$ cat config.mk
export PLATFORM = sky130hd
export DESIGN_NAME = prio_encoder_pipe_flat
export DESIGN_NICKNAME = d
export VERILOG_FILES = /design/src/rtl/prio_encoder_pipe_pkg.sv /design/src/rtl/prio_encoder_pipe_if.sv /design/src/rtl/prio_encoder_pipe_enc_prio_lsb.sv /design/src/rtl/prio_encoder_pipe.sv /design/src/flat_wrapper.sv
export SDC_FILE = /design/constraint.sdc
export NUM_CORES = 1
export LEC_CHECK = 0
export ABC_CLOCK_PERIOD_IN_PS = 1100
export CAP_MARGIN = 20
export CORE_AREA = 2 2 39 41
export DETAILED_ROUTE_END_ITERATION = 10
export DIE_AREA = 0 0 41 43
export HOLD_SLACK_MARGIN = 0.05
export PLACE_DENSITY = 0.64
export REMOVE_ABC_BUFFERS = 1
export SETUP_SLACK_MARGIN = 0.3
export SYNTH_ARGS = -nofsm -noshare
export SYNTH_HDL_FRONTEND = slang
export SYNTH_HIERARCHICAL = 1
export SYNTH_SLANG_ARGS = --single-unit
$ cat constraint.sdc
create_clock -name clk -period 1.1 [get_ports clk]
set_clock_uncertainty 0.2 [all_clocks]
set_input_delay 0.11 -clock clk [delete_from_list [all_inputs] [get_ports clk]]
set_output_delay 0.11 -clock clk [all_outputs]
set_load 0.005 [all_outputs]
$ cat src/rtl/prio_encoder_pipe_pkg.sv
// ---------------------------------------------------------------------------
// encoder_pkg
// Shared types and helpers for the pipelined priority encoder.
//   enc_mode_e : priority selection mode (LSB-first, MSB-first, round-robin)
//   enc_size() : index width for a request vector of w bits, never below 1
// ---------------------------------------------------------------------------
package encoder_pkg;

  typedef enum logic [1:0] {
    ENC_LSB_FIRST   = 2'd0,
    ENC_MSB_FIRST   = 2'd1,
    ENC_ROUND_ROBIN = 2'd2
  } enc_mode_e;

  // max(1, $clog2(w)): a 1-bit request still needs a 1-bit index port.
  function automatic int enc_size(input int w);
    return (w <= 2) ? 1 : $clog2(w);
  endfunction

endpackage : encoder_pkg

$ cat src/rtl/prio_encoder_pipe_if.sv
// ---------------------------------------------------------------------------
// prio_encoder_pipe_if
// Request/result handshake bundle for prio_encoder_pipe.
//   in_valid  : producer -> encoder, in_req is valid
//   in_ready  : encoder -> producer, stage can accept
//   in_req    : producer -> encoder, WIDTH-bit request vector
//   out_valid : encoder -> consumer, result registers hold a result
//   out_ready : consumer -> encoder, result accepted
//   out_idx   : encoder -> consumer, selected index (0 when out_none)
//   out_none  : encoder -> consumer, captured request was all-zero
//   out_multi : encoder -> consumer, captured request had >1 bit set
// Modports: master = producer/consumer side, slave = encoder side.
// ---------------------------------------------------------------------------
interface prio_encoder_pipe_if
  import encoder_pkg::*;
#(
  parameter int WIDTH = 8
);
  localparam int SIZE = enc_size(WIDTH);

  logic             in_valid;
  logic             in_ready;
  logic [WIDTH-1:0] in_req;
  logic             out_valid;
  logic             out_ready;
  logic [SIZE-1:0]  out_idx;
  logic             out_none;
  logic             out_multi;

  modport master (
    output in_valid, in_req, out_ready,
    input  in_ready, out_valid, out_idx, out_none, out_multi
  );

  modport slave (
    input  in_valid, in_req, out_ready,
    output in_ready, out_valid, out_idx, out_none, out_multi
  );

endinterface : prio_encoder_pipe_if

$ cat src/rtl/prio_encoder_pipe_enc_prio_lsb.sv
// ---------------------------------------------------------------------------
// enc_prio_lsb
// Combinational lowest-set-bit encoder, the building block for every
// priority mode of prio_encoder_pipe.
//   req_i : WIDTH-bit request vector
//   idx_o : index of the lowest set bit, 0 when no bit is set
//   any_o : at least one bit of req_i is set
// ---------------------------------------------------------------------------
module enc_prio_lsb
  import encoder_pkg::*;
#(
  parameter  int WIDTH = 8,
  localparam int SIZE  = enc_size(WIDTH)
) (
  input  logic [WIDTH-1:0] req_i,
  output logic [SIZE-1:0]  idx_o,
  output logic             any_o
);

  // Scanning from the top down lets the lowest set bit overwrite last.
  always_comb begin
    idx_o = '0;
    for (int i = WIDTH - 1; i >= 0; i--) begin
      if (req_i[i]) begin
        idx_o = SIZE'(i);
      end
    end
  end

  assign any_o = |req_i;

endmodule : enc_prio_lsb

$ cat src/rtl/prio_encoder_pipe.sv
// ---------------------------------------------------------------------------
// prio_encoder_pipe
// Registered, valid/ready handshaked WIDTH-to-SIZE priority encoder for
// multi-hot request vectors. One result register stage, latency 1, full
// throughput. Priority mode chosen by MODE:
//   ENC_LSB_FIRST   : lowest set index
//   ENC_MSB_FIRST   : highest set index
//   ENC_ROUND_ROBIN : lowest set index >= rr_ptr, else lowest overall
// Ports:
//   clk   : clock, all state on rising edge
//   rst_n : asynchronous active-low reset
//   bus   : prio_encoder_pipe_if.slave (in_* request side, out_* result side)
// Build option:
//   ENC_MULTIHOT_CHECK_EN : when defined, out_multi flags captured requests
//                           with more than one bit set; otherwise tied 0.
// ---------------------------------------------------------------------------
module prio_encoder_pipe
  import encoder_pkg::*;
#(
  parameter int        WIDTH = 8,
  parameter enc_mode_e MODE  = ENC_LSB_FIRST
) (
  input  logic               clk,
  input  logic               rst_n,
  prio_encoder_pipe_if.slave bus
);

  localparam int SIZE = enc_size(WIDTH);

  logic [SIZE-1:0] sel_idx;
  logic            sel_any;
  logic            accept;

  logic            out_valid_q;
  logic [SIZE-1:0] out_idx_q;
  logic            out_none_q;

  // The stage frees up in the same cycle the consumer drains it.
  assign bus.in_ready = !out_valid_q || bus.out_ready;
  assign accept       = bus.in_valid && bus.in_ready;

  // -------------------------------------------------------------------------
  // Index selection per mode
  // -------------------------------------------------------------------------
  generate
    if (MODE == ENC_MSB_FIRST) begin : g_msb
      logic [WIDTH-1:0] req_rev;
      logic [SIZE-1:0]  idx_rev;
      logic             any_rev;

      // Highest set bit of req is the lowest set bit of the mirrored vector.
      for (genvar gi = 0; gi < WIDTH; gi++) begin : g_rev
        assign req_rev[gi] = bus.in_req[WIDTH-1-gi];
      end

      enc_prio_lsb #(.WIDTH(WIDTH)) u_enc (
        .req_i (req_rev),
        .idx_o (idx_rev),
        .any_o (any_rev)
      );

      assign sel_any = any_rev;
      assign sel_idx = any_rev ? (SIZE'(WIDTH - 1) - idx_rev) : '0;

    end else if (MODE == ENC_ROUND_ROBIN) begin : g_rr
      logic [SIZE-1:0]  rr_ptr_q;
      logic [SIZE-1:0]  rr_ptr_d;
      logic [WIDTH-1:0] req_mask;
      logic [SIZE-1:0]  idx_mask;
      logic             any_mask;
      logic [SIZE-1:0]  idx_raw;
      logic             any_raw;

      // Keep only requests at or above the pointer.
      for (genvar gi = 0; gi < WIDTH; gi++) begin : g_mask
        assign req_mask[gi] = bus.in_req[gi] && (SIZE'(gi) >= rr_ptr_q);
      end

      enc_prio_lsb #(.WIDTH(WIDTH)) u_enc_mask (
        .req_i (req_mask),
        .idx_o (idx_mask),
        .any_o (any_mask)
      );

      enc_prio_lsb #(.WIDTH(WIDTH)) u_enc_raw (
        .req_i (bus.in_req),
        .idx_o (idx_raw),
        .any_o (any_raw)
      );

      // No request at/above the pointer: wrap to the lowest one overall.
      assign sel_any = any_raw;
      assign sel_idx = any_mask ? idx_mask : idx_raw;

      // Wrap at WIDTH rather than 2^SIZE so non-power-of-2 widths rotate cleanly.
      assign rr_ptr_d = (sel_idx == SIZE'(WIDTH - 1)) ? '0 : (sel_idx + 1'b1);

      // An empty request leaves the pointer alone.
      always_ff @(posedge clk or negedge rst_n) begin
        if (!rst_n) begin
          rr_ptr_q <= '0;
        end else if (accept && sel_any) begin
          rr_ptr_q <= rr_ptr_d;
        end
      end

    end else begin : g_lsb
      enc_prio_lsb #(.WIDTH(WIDTH)) u_enc (
        .req_i (bus.in_req),
        .idx_o (sel_idx),
        .any_o (sel_any)
      );
    end
  endgenerate

  // -------------------------------------------------------------------------
  // Result register
  // -------------------------------------------------------------------------
  always_ff @(posedge clk or negedge rst_n) begin
    if (!rst_n) begin
      out_valid_q <= 1'b0;
      out_idx_q   <= '0;
      out_none_q  <= 1'b0;
    end else if (accept) begin
      out_valid_q <= 1'b1;
      out_idx_q   <= sel_idx;
      out_none_q  <= !sel_any;
    end else if (bus.out_ready) begin
      out_valid_q <= 1'b0;
    end
  end

  assign bus.out_valid = out_valid_q;
  assign bus.out_idx   = out_idx_q;
  assign bus.out_none  = out_none_q;

`ifdef ENC_MULTIHOT_CHECK_EN
  logic out_multi_q;
  logic multi_d;

  // Clearing the lowest set bit leaves something only if two or more were set.
  assign multi_d = |(bus.in_req & (bus.in_req - 1'b1));

  always_ff @(posedge clk or negedge rst_n) begin
    if (!rst_n) begin
      out_multi_q <= 1'b0;
    end else if (accept) begin
      out_multi_q <= multi_d;
    end
  end

  assign bus.out_multi = out_multi_q;
`else
  assign bus.out_multi = 1'b0;
`endif

`ifndef SYNTHESIS
  // An unknown request would silently pick an arbitrary index downstream.
  a_req_known : assert property (@(posedge clk) disable iff (!rst_n)
    bus.in_valid |-> !$isunknown(bus.in_req))
    else $error("%m: in_req contains X/Z while in_valid is high");
`endif

endmodule : prio_encoder_pipe

$ cat src/flat_wrapper.sv
// flat-port wrapper written by rule: the top's interface ports become plain ports
module prio_encoder_pipe_flat import encoder_pkg::*;
#(
  parameter int        WIDTH = 8,
  parameter enc_mode_e MODE  = ENC_LSB_FIRST
)
  (clk, rst_n, bus_in_valid, bus_in_req, bus_out_ready, bus_in_ready, bus_out_valid, bus_out_idx, bus_out_none, bus_out_multi);
  prio_encoder_pipe_if #(.WIDTH(WIDTH)) bus_i ();
  input  logic clk;
  input  logic rst_n;
  input wire logic [$bits(bus_i.in_valid)-1:0] bus_in_valid;
  input wire logic [$bits(bus_i.in_req)-1:0] bus_in_req;
  input wire logic [$bits(bus_i.out_ready)-1:0] bus_out_ready;
  output wire logic [$bits(bus_i.in_ready)-1:0] bus_in_ready;
  output wire logic [$bits(bus_i.out_valid)-1:0] bus_out_valid;
  output wire logic [$bits(bus_i.out_idx)-1:0] bus_out_idx;
  output wire logic [$bits(bus_i.out_none)-1:0] bus_out_none;
  output wire logic [$bits(bus_i.out_multi)-1:0] bus_out_multi;
  assign bus_i.in_valid = bus_in_valid;
  assign bus_i.in_req = bus_in_req;
  assign bus_i.out_ready = bus_out_ready;
  assign bus_in_ready = bus_i.in_ready;
  assign bus_out_valid = bus_i.out_valid;
  assign bus_out_idx = bus_i.out_idx;
  assign bus_out_none = bus_i.out_none;
  assign bus_out_multi = bus_i.out_multi;
  prio_encoder_pipe #(.WIDTH(WIDTH), .MODE(MODE)) u_core (.clk(clk), .rst_n(rst_n), .bus(bus_i));
endmodule
==> results_tabular.tex, run 1 <==
\begin{tabular}{lr}
\hline
Metric & Value \\
\hline
\multicolumn{2}{l}{\textbf{Critical path}} \\
\quad Critical path depth & 4 \\
\quad Worst r2r path cells & 4 \\
\quad Cell family with the largest share of critical-path delay & flip-flops \\
\quad Critical path origin & u\_core/bus.out\_valid \\
\quad Buf/Inv on CP & 1 \\
\quad Startpoint of the lowest-slack register-to-register path & u\_core/bus.out\_valid \\
\quad Required arrival time at the worst endpoint & 1.02 ns \\
\quad Cell chain of the critical path & buf\_6 -> nand2b\_4 -> nand2\_4 -> mux2\_4 \\
\quad Worst-path maximum fanout & 4 \\
\quad Crit path kind & flop to flop \\
\quad Nature of the critical path endpoint & flop \\
\quad CP peak stage delay & 0.37 ns \\
\quad Arrival time of the worst setup path & 1.15 ns \\
\quad CP max stage cell & dfrtp\_1 \\
\quad Critical Path Start Type & flop \\
\multicolumn{2}{l}{\textbf{Yosys}} \\
\quad Syn avg cell area & 11.0 sq um \\
\quad Xor-xnor portion of the synthesized cell area & 0\% \\
\quad Fraction of synthesis flops using an asynchronous set or reset pin & 100\% \\
\quad Fraction of the mapped netlist area in simple logic gates & 24.7\% \\
\quad Most used DFF post-synth & dfrtp\_1 \\
\quad Sequential cell area fraction in the yosys report & 40.5\% \\
\quad Distinct cell type count of the synthesized netlist & 19 \\
\quad Post-Synthesis Cell Area & 309 sq um \\
\quad Dominant combinational cell family by area after synthesis & simple AND/OR/NAND/NOR gates \\
\quad Adder-Cell Fraction of Synth Area & 0\% \\
\quad Multiplexer share of the synthesized area & 17.8\% \\
\quad Post-synthesis sequential element count & 5 \\
\quad Fraction of the mapped netlist area in compound gates & 10.9\% \\
\quad Cell count after synthesis & 28 \\
\quad Number of synthesis warnings & 6 \\
\quad EDFF count, synth & 0 \\
\multicolumn{2}{l}{\textbf{Global route}} \\
\quad Initial antenna violation count & 0 \\
\quad Met2 track utilization from global routing & 12.5\% \\
\quad Overall routing resource usage & 9.26\% \\
\quad Via count of the first global-routing pass & 288 \\
\quad Fraction of met1 tracks used by global routing & 12.0\% \\
\quad Global routing met3 resource utilization & 0\% \\
\quad Pin count of the biggest net entering global routing & 6 \\
\quad Total gr overflow & 0 \\
\quad Global-route layer with the greatest usage & met2 \\
\quad Wire length of the first global-routing pass & 1080 microns \\
\multicolumn{2}{l}{\textbf{Drt}} \\
\quad DR vias & 307 \\
\quad Routed Wire Length & 611 microns \\
\quad Average wire per cell in the routed design & 8.37 microns \\
\quad Average via count per standard cell & 4.21 \\
\quad Post-route DRC violation count & 0 \\
\quad DRC violation total after the first TritonRoute iteration & 0 \\
\quad Count of nets left with antenna violations after detail routing & 0 \\
\quad 1st-pass router iterations & 1 \\
\multicolumn{2}{l}{\textbf{Timing}} \\
\quad Post-route setup TNS & -0.686 ns \\
\quad Number of failing hold endpoints at the final stage & 5 \\
\quad Final worst setup slack & -0.137 ns \\
\quad Unrepaired setup endpoints after global routing & true \\
\quad Maximum achievable frequency & 809 MHz \\
\quad Worst hold slack after final layout & -0.108 ns \\
\quad Min Tclk post-route & 1.24 ns \\
\quad Final max-slew violation count & 0 \\
\quad Final worst path period share & 112\% \\
\quad Setup violation total in the final timing report & 6 \\
\multicolumn{2}{l}{\textbf{Floorplanning}} \\
\quad Total die area & 1760 sq um \\
\quad Initial Utilization & 22.3\% \\
\quad Ports & 19 \\
\quad Placeable core area & 1380 sq um \\
\quad Vert. Die Dim & 43 microns \\
\quad Overall die width & 41 microns \\
\quad Number of placement rows & 14 \\
\multicolumn{2}{l}{\textbf{Power}} \\
\quad Fraction of power spent switching nets & 22.1\% \\
\quad Static leakage & 0.304 nW \\
\quad Power per standard cell area & 995 nW/um\^{}2 \\
\quad Worst vdd rail ir drop & 0.366 mV \\
\quad NetSw & 0.124 mW \\
\quad Proportion of power drawn by flip-flops and latches & 36.8\% \\
\quad Clock share of power & 35.6\% \\
\quad Design internal power & 0.439 mW \\
\quad Comb power frac & 27.7\% \\
\multicolumn{2}{l}{\textbf{CTS}} \\
\quad Count of H-tree levels built during CTS & 1 \\
\quad Worst-Skew Late Latency & 0.23 ns \\
\quad TritonCTS clock tree & done \\
\quad Clk buf depth & 2 \\
\quad Clock-pin slew reported for the worst setup and hold paths after clock tree synthesis & 0.04 ns \\
\quad Number of CTS-inserted buffers & 3 \\
\quad CTS Root Buffer Type & clkbuf\_4 \\
\quad Clock net sink count & 5 \\
\multicolumn{2}{l}{\textbf{Final layout}} \\
\quad Area growth syn-to-layout & 83.4\% \\
\quad Fraction of final layout cells sized beyond drive strength 1 & 42.1\% \\
\quad Number of antenna repair diodes & 0 \\
\quad Design area & 567 sq um \\
\quad \# nets final & 70 \\
\multicolumn{2}{l}{\textbf{Outcome}} \\
\quad Violations in the final reports & hold timing, setup timing \\
\quad Status & complete, but fails checks \\
\multicolumn{2}{l}{\textbf{Flow run}} \\
\quad Max-cap violation count & 0 \\
\multicolumn{2}{l}{\textbf{Place}} \\
\quad Cell area after placement & 544 sq um \\
\quad Worst slack, placed & -0.529 ns \\
\quad Port Buf Inserts & 17 \\
\quad Final GP Congestion & 0.604 \\
\multicolumn{2}{l}{\textbf{Min path}} \\
\quad Min-Delay Path Class & input port to asynchronous set/reset pin \\
\hline
\end{tabular}
## path summary, 6_finish.rpt
path	end	slack (ns)
setup / recovery	u_core/bus.out_idx[0]	-0.14
setup reg to reg	u_core/bus.out_idx[0]	-0.14
max in group asynchronous	u_core/bus.out_valid	0.62
hold / removal	u_core/bus.out_none	-0.11
hold reg to reg	u_core/bus.out_idx[1]	0.39
min in group clk	u_core/bus.out_none	0.04
## repair_timing
action | 4_1_cts | 5_1_grt
setup endpoints to repair | 11 | 11
pin swaps | 2 | 1
buffers inserted | 2 | 0
gates resized for setup | 29 | 1
hold endpoints to repair | 5 | 5
## layout make-up
type                            instances  area, sq um
Clock buffer                            4         26.3
Timing Repair Buffer                   26          211
Fill cell                             145          817
Tap cell                               16         20.0
Multi-Input combinational cell         20          176
Inverter                                2         7.51
Sequential cell                         5          125
## metrics by stage
step | hold slack, ns | power [mW] | std cells | utilization, %
2_1_floorplan | -0.386 | 0.263 | 27 | -
3_3_place_gp | 0.143 | 0.379 | 67 | 39.3
3_5_place_dp | 0.145 | 0.381 | 67 | 39.3
4_1_cts | -0.109 | 0.580 | 73 | 40.8
5_1_grt | -0.0898 | 0.601 | 73 | 41.0
6_report | -0.108 | 0.564 | 73 | 41.0
## per-layer routing
layer | routed length [microns] | part of all wire [%]
met4 | 0 | 0
met2 | 283 | 46
met5 | 0 | 0
met3 | 51 | 8.3
met1 | 276 | 45
## state kept, by name, indices dropped and copies added, names as in the netlist
name                  cells
u_core/bus.out_idx        3
u_core/bus.out_valid      1
u_core/bus.out_none       1
## synthesized netlist by cell type, types with 2 or more instances
cell / number / area (sq um)
dfrtp_1: 5 / 125
nor2_1: 3 / 11.3
inv_1: 2 / 7.51
mux2_4: 3 / 45.0
## kinds of logic (layout without fill, tap and decap cells)
family / after synthesis / after routing
other cells: 1 / 1
compound gates: 5 / 5
simple gates: 10 / 10
mux: 4 / 4
flops: 5 / 5
buf+inv: 3 / 32
## power by group through the flow
| stage | Clock (mW) | Sequential [mW] | Combinational, mW |
|---|---|---|---|
| 4_1_cts | 0.214 | 0.207 | 0.158 |
| 6_report | 0.200 | 0.207 | 0.156 |
| 3_5_place_dp | 0 | 0.211 | 0.170 |
| 3_3_place_gp | 0 | 0.211 | 0.169 |
| 5_1_grt | 0.218 | 0.210 | 0.173 |
| 2_1_floorplan | 0 | 0.212 | 0.0506 |
## layout by cell type (no fill, tap or decap)
cell             instances
nor4_2                   1
nand3_1                  1
a21boi_1                 1
clkbuf_1                 1
clkdlybuf4s50_1          5
inv_1                    2
dlymetal6s2s_1           1
nand2b_4                 1
and3b_1                  1
mux2i_1                  1
o21ai_0                  1
o41ai_2                  1
buf_6                    1
buf_4                    8
dfrtp_1                  5
nor2b_1                  1
a21oi_1                  1
or2b_1                   1
nand2_4                  1
dlygate4sd2_1            6
mux2_4                   3
o21bai_1                 1
nor2_1                   3
conb_1                   1
clkbuf_4                 3
buf_2                    5
(Power assumes the default switching activity.)
==> run 2: changes to the inputs <==
--- a/config.mk
+++ b/config.mk
@@ -10,6 +10,7 @@
 export CORE_AREA = 2 2 39 41
 export DETAILED_ROUTE_END_ITERATION = 10
 export DIE_AREA = 0 0 41 43
+export GPL_ROUTABILITY_DRIVEN = 0
 export HOLD_SLACK_MARGIN = 0.05
 export PLACE_DENSITY = 0.64
 export REMOVE_ABC_BUFFERS = 1
==> results of run 2 <==
Same layout as run 1: the final DEF is identical, and so are final timing and power.
==> run 3: changes to the inputs <==
--- a/config.mk
+++ b/config.mk
@@ -8,11 +8,13 @@
 export ABC_CLOCK_PERIOD_IN_PS = 1100
 export CAP_MARGIN = 20
 export CORE_AREA = 2 2 39 41
+export CTS_CLUSTER_SIZE = 12
 export DETAILED_ROUTE_END_ITERATION = 10
 export DIE_AREA = 0 0 41 43
+export DONT_BUFFER_PORTS = 1
 export GPL_ROUTABILITY_DRIVEN = 0
 export HOLD_SLACK_MARGIN = 0.05
-export PLACE_DENSITY = 0.64
+export PLACE_DENSITY = 0.44
 export REMOVE_ABC_BUFFERS = 1
 export SETUP_SLACK_MARGIN = 0.3
 export SYNTH_ARGS = -nofsm -noshare
==> run 3 against run 2 <==
The flow still finishes with violations (hold timing, setup timing). Final cell count down 30%. Utilization down 13 points. Sequential share of layout area up 11 points. Register-to-register slack better by 0.06 ns. Power down 11%. Clock power up 6%. First-iteration DRC count up 6. Global-route usage down 0.81 points. Die area unchanged.
==> results_tabular.tex, run 3 (same netlist as run 1, synthesis figures left out) <==
\begin{tabular}{lr}
\hline
Metric & Value \\
\hline
\multicolumn{2}{l}{\textbf{Final layout}} \\
\quad Area growth syn-to-layout & 23.1\% \\
\quad Fraction of final layout cells sized beyond drive strength 1 & 34.3\% \\
\quad Number of antenna repair diodes & 0 \\
\quad \# nets final & 48 \\
\quad Flip-flop count of the largest register after layout & 3 \\
\quad Fin cells & 51 \\
\quad Most frequent cells in the layout & dfrtp\_1 (5), clkbuf\_4 (3), buf\_4 (3), mux2\_4 (3), nor2\_1 (3) \\
\quad Leading cell type in the layout, fill and taps excluded & dfrtp\_1 \\
\quad Design area & 380 sq um \\
\multicolumn{2}{l}{\textbf{Critical path}} \\
\quad Nature of the critical path endpoint & flop \\
\quad Cell chain of the critical path & nand2b\_4 -> nand2\_4 -> mux2\_4 \\
\quad Cell family with the largest share of critical-path delay & flip-flops \\
\quad Buf/Inv on CP & 0 \\
\quad Required arrival time at the worst endpoint & 1.02 ns \\
\quad Arrival time of the worst setup path & 1.10 ns \\
\quad CP max stage cell & dfrtp\_1 \\
\quad Critical Path Start Type & flop \\
\quad Crit path kind & flop to flop \\
\quad CP peak stage delay & 0.40 ns \\
\quad Worst-path maximum fanout & 4 \\
\multicolumn{2}{l}{\textbf{Power}} \\
\quad Clock share of power & 42.6\% \\
\quad Worst vdd rail ir drop & 0.281 mV \\
\quad Static leakage & 0.184 nW \\
\quad NetSw & 0.116 mW \\
\quad Comb power frac & 14.8\% \\
\quad Fraction of power spent switching nets & 23.3\% \\
\quad Power per standard cell area & 1310 nW/um\^{}2 \\
\quad Proportion of power drawn by flip-flops and latches & 42.7\% \\
\quad Design internal power & 0.383 mW \\
\multicolumn{2}{l}{\textbf{Global route}} \\
\quad Total gr overflow & 0 \\
\quad Initial antenna violation count & 0 \\
\quad Wire length of the first global-routing pass & 917 microns \\
\quad Overall routing resource usage & 8.44\% \\
\quad Via count of the first global-routing pass & 257 \\
\quad Pin count of the biggest net entering global routing & 6 \\
\multicolumn{2}{l}{\textbf{Drt}} \\
\quad DRC violation total after the first TritonRoute iteration & 6 \\
\quad Count of nets left with antenna violations after detail routing & 0 \\
\quad Post-route DRC violation count & 0 \\
\quad DR vias & 234 \\
\quad Routed Wire Length & 642 microns \\
\quad Average wire per cell in the routed design & 12.6 microns \\
\quad Average via count per standard cell & 4.59 \\
\quad 1st-pass router iterations & 2 \\
\multicolumn{2}{l}{\textbf{Timing}} \\
\quad Final worst path period share & 107\% \\
\quad Worst hold slack after final layout & -0.225 ns \\
\quad Setup violation total in the final timing report & 7 \\
\quad Number of failing hold endpoints at the final stage & 10 \\
\quad Unrepaired setup endpoints after global routing & true \\
\quad Maximum achievable frequency & 850 MHz \\
\quad Post-route setup TNS & -0.344 ns \\
\quad Final worst setup slack & -0.0770 ns \\
\quad Min Tclk post-route & 1.18 ns \\
\quad Final max-slew violation count & 0 \\
\multicolumn{2}{l}{\textbf{CTS}} \\
\quad Number of CTS-inserted buffers & 3 \\
\quad Number of hold-repair buffers added at the cts stage & 1 \\
\quad Clock net sink count & 5 \\
\quad Worst-Skew Late Latency & 0.24 ns \\
\quad CTS Root Buffer Type & clkbuf\_4 \\
\quad CTS resizes & 0 \\
\quad TritonCTS clock tree & done \\
\quad Clock-pin slew reported for the worst setup and hold paths after clock tree synthesis & 0.04 ns \\
\quad Count of H-tree levels built during CTS & 1 \\
\quad Clk buf depth & 2 \\
\multicolumn{2}{l}{\textbf{Place}} \\
\quad DPL Wire Length & 534 microns \\
\quad Cell area after placement & 344 sq um \\
\quad Instance count after placement with tap cells included & 46 \\
\quad Port Buf Inserts & 0 \\
\multicolumn{2}{l}{\textbf{Outcome}} \\
\quad Violations in the final reports & hold timing, setup timing \\
\quad Status & complete, but fails checks \\
\multicolumn{2}{l}{\textbf{Floorplanning}} \\
\quad Overall die width & 41 microns \\
\quad Placeable core area & 1380 sq um \\
\quad Number of placement rows & 14 \\
\quad Total die area & 1760 sq um \\
\quad Initial Utilization & 22.3\% \\
\quad Ports & 19 \\
\quad Vert. Die Dim & 43 microns \\
\multicolumn{2}{l}{\textbf{Min path}} \\
\quad Min-Delay Path Class & input port to flop \\
\multicolumn{2}{l}{\textbf{Flow run}} \\
\quad Max-cap violation count & 0 \\
\hline
\end{tabular}
## run 3: changes by cell type in the layout (fill, tap and decap cells not counted), moves of 5 or more
| cell | previous run | this run |
|---|---|---|
| buf_2 | 5 | 0 |
| buf_4 | 8 | 3 |
| clkdlybuf4s50_1 | 5 | 0 |
| dlygate4sd2_1 | 6 | 0 |
## run 3: final cells by class
class                      instances  area (sq um)
multi-input combinational         20           169
tap                               16          20.0
fill                             149          1000
clock buffer                       4          26.3
sequential                         5           125
inverter                           2          7.51
timing repair buffer               4          32.5
## run 3: metrics by stage
step	power [mW]	hold WS [ns]	util [%]	worst slack, ns
after floorplan	0.263	-0.386	-	-0.0749
after global placement	0.281	-0.385	24.9	-0.0637
after detailed placement	0.285	-0.385	24.9	-0.0855
after CTS	0.515	-0.237	27.5	-0.0795
final	0.499	-0.225	27.5	-0.0770
after global routing	0.521	-0.230	27.5	-0.105
## run 3: path summary, 6_finish.rpt
| kind | startpoint | to | slack [ns] | depth (start not counted) |
|---|---|---|---|---|
| worst max-delay path | u_core/bus.out_valid | u_core/bus.out_idx[1] | -0.08 | 3 |
| worst min-delay path | bus_in_valid | u_core/bus.out_valid | -0.23 | 1 |
| worst max register to register | u_core/bus.out_valid | u_core/bus.out_idx[1] | -0.08 | 3 |
| worst min register to register | u_core/bus.out_idx[2] | u_core/bus.out_idx[2] | 0.35 | 1 |
| max in group asynchronous | rst_n | u_core/bus.out_none | 0.55 | 1 |
| min in group asynchronous | rst_n | u_core/bus.out_valid | -0.04 | 1 |
## run 3: what timing repair did
| action | 4_1_cts | 5_1_grt |
|---|---|---|
| pin swaps | 1 | 0 |
| setup endpoints to repair | 11 | 11 |
| endpoints found under the hold margin | 10 | 10 |
| buffers inserted | 0 | 0 |
## run 3: worst register-to-register path: stages, from the launching register on
cell and delay [ns]:
dfrtp_1 0.40, nand2b_4 0.09, nand2_4 0.07, mux2_4 0.30
## run 3: per-layer routing
| layer | wire (microns) | track usage, % | share of wire (%) | vias up |
|---|---|---|---|---|
| met2 | 343 | 11.9 | 53 | 13 |
| met3 | 69 | 0.524 | 11 | 0 |
| met4 | 0 | 12.0 | 0 | 0 |
| li1 | - | - | - | 109 |
| met1 | 229 | 8.71 | 36 | 112 |
| met5 | 0 | 0 | 0 | - |
## run 3: power by group through the flow
stage,combinational (mW),clock [mW],sequential (mW)
2_1_floorplan,0.0506,0,0.212
3_3_place_gp,0.0649,0,0.216
3_5_place_dp,0.0681,0,0.216
4_1_cts,0.0746,0.227,0.214
5_1_grt,0.0803,0.226,0.215
6_report,0.0738,0.213,0.213
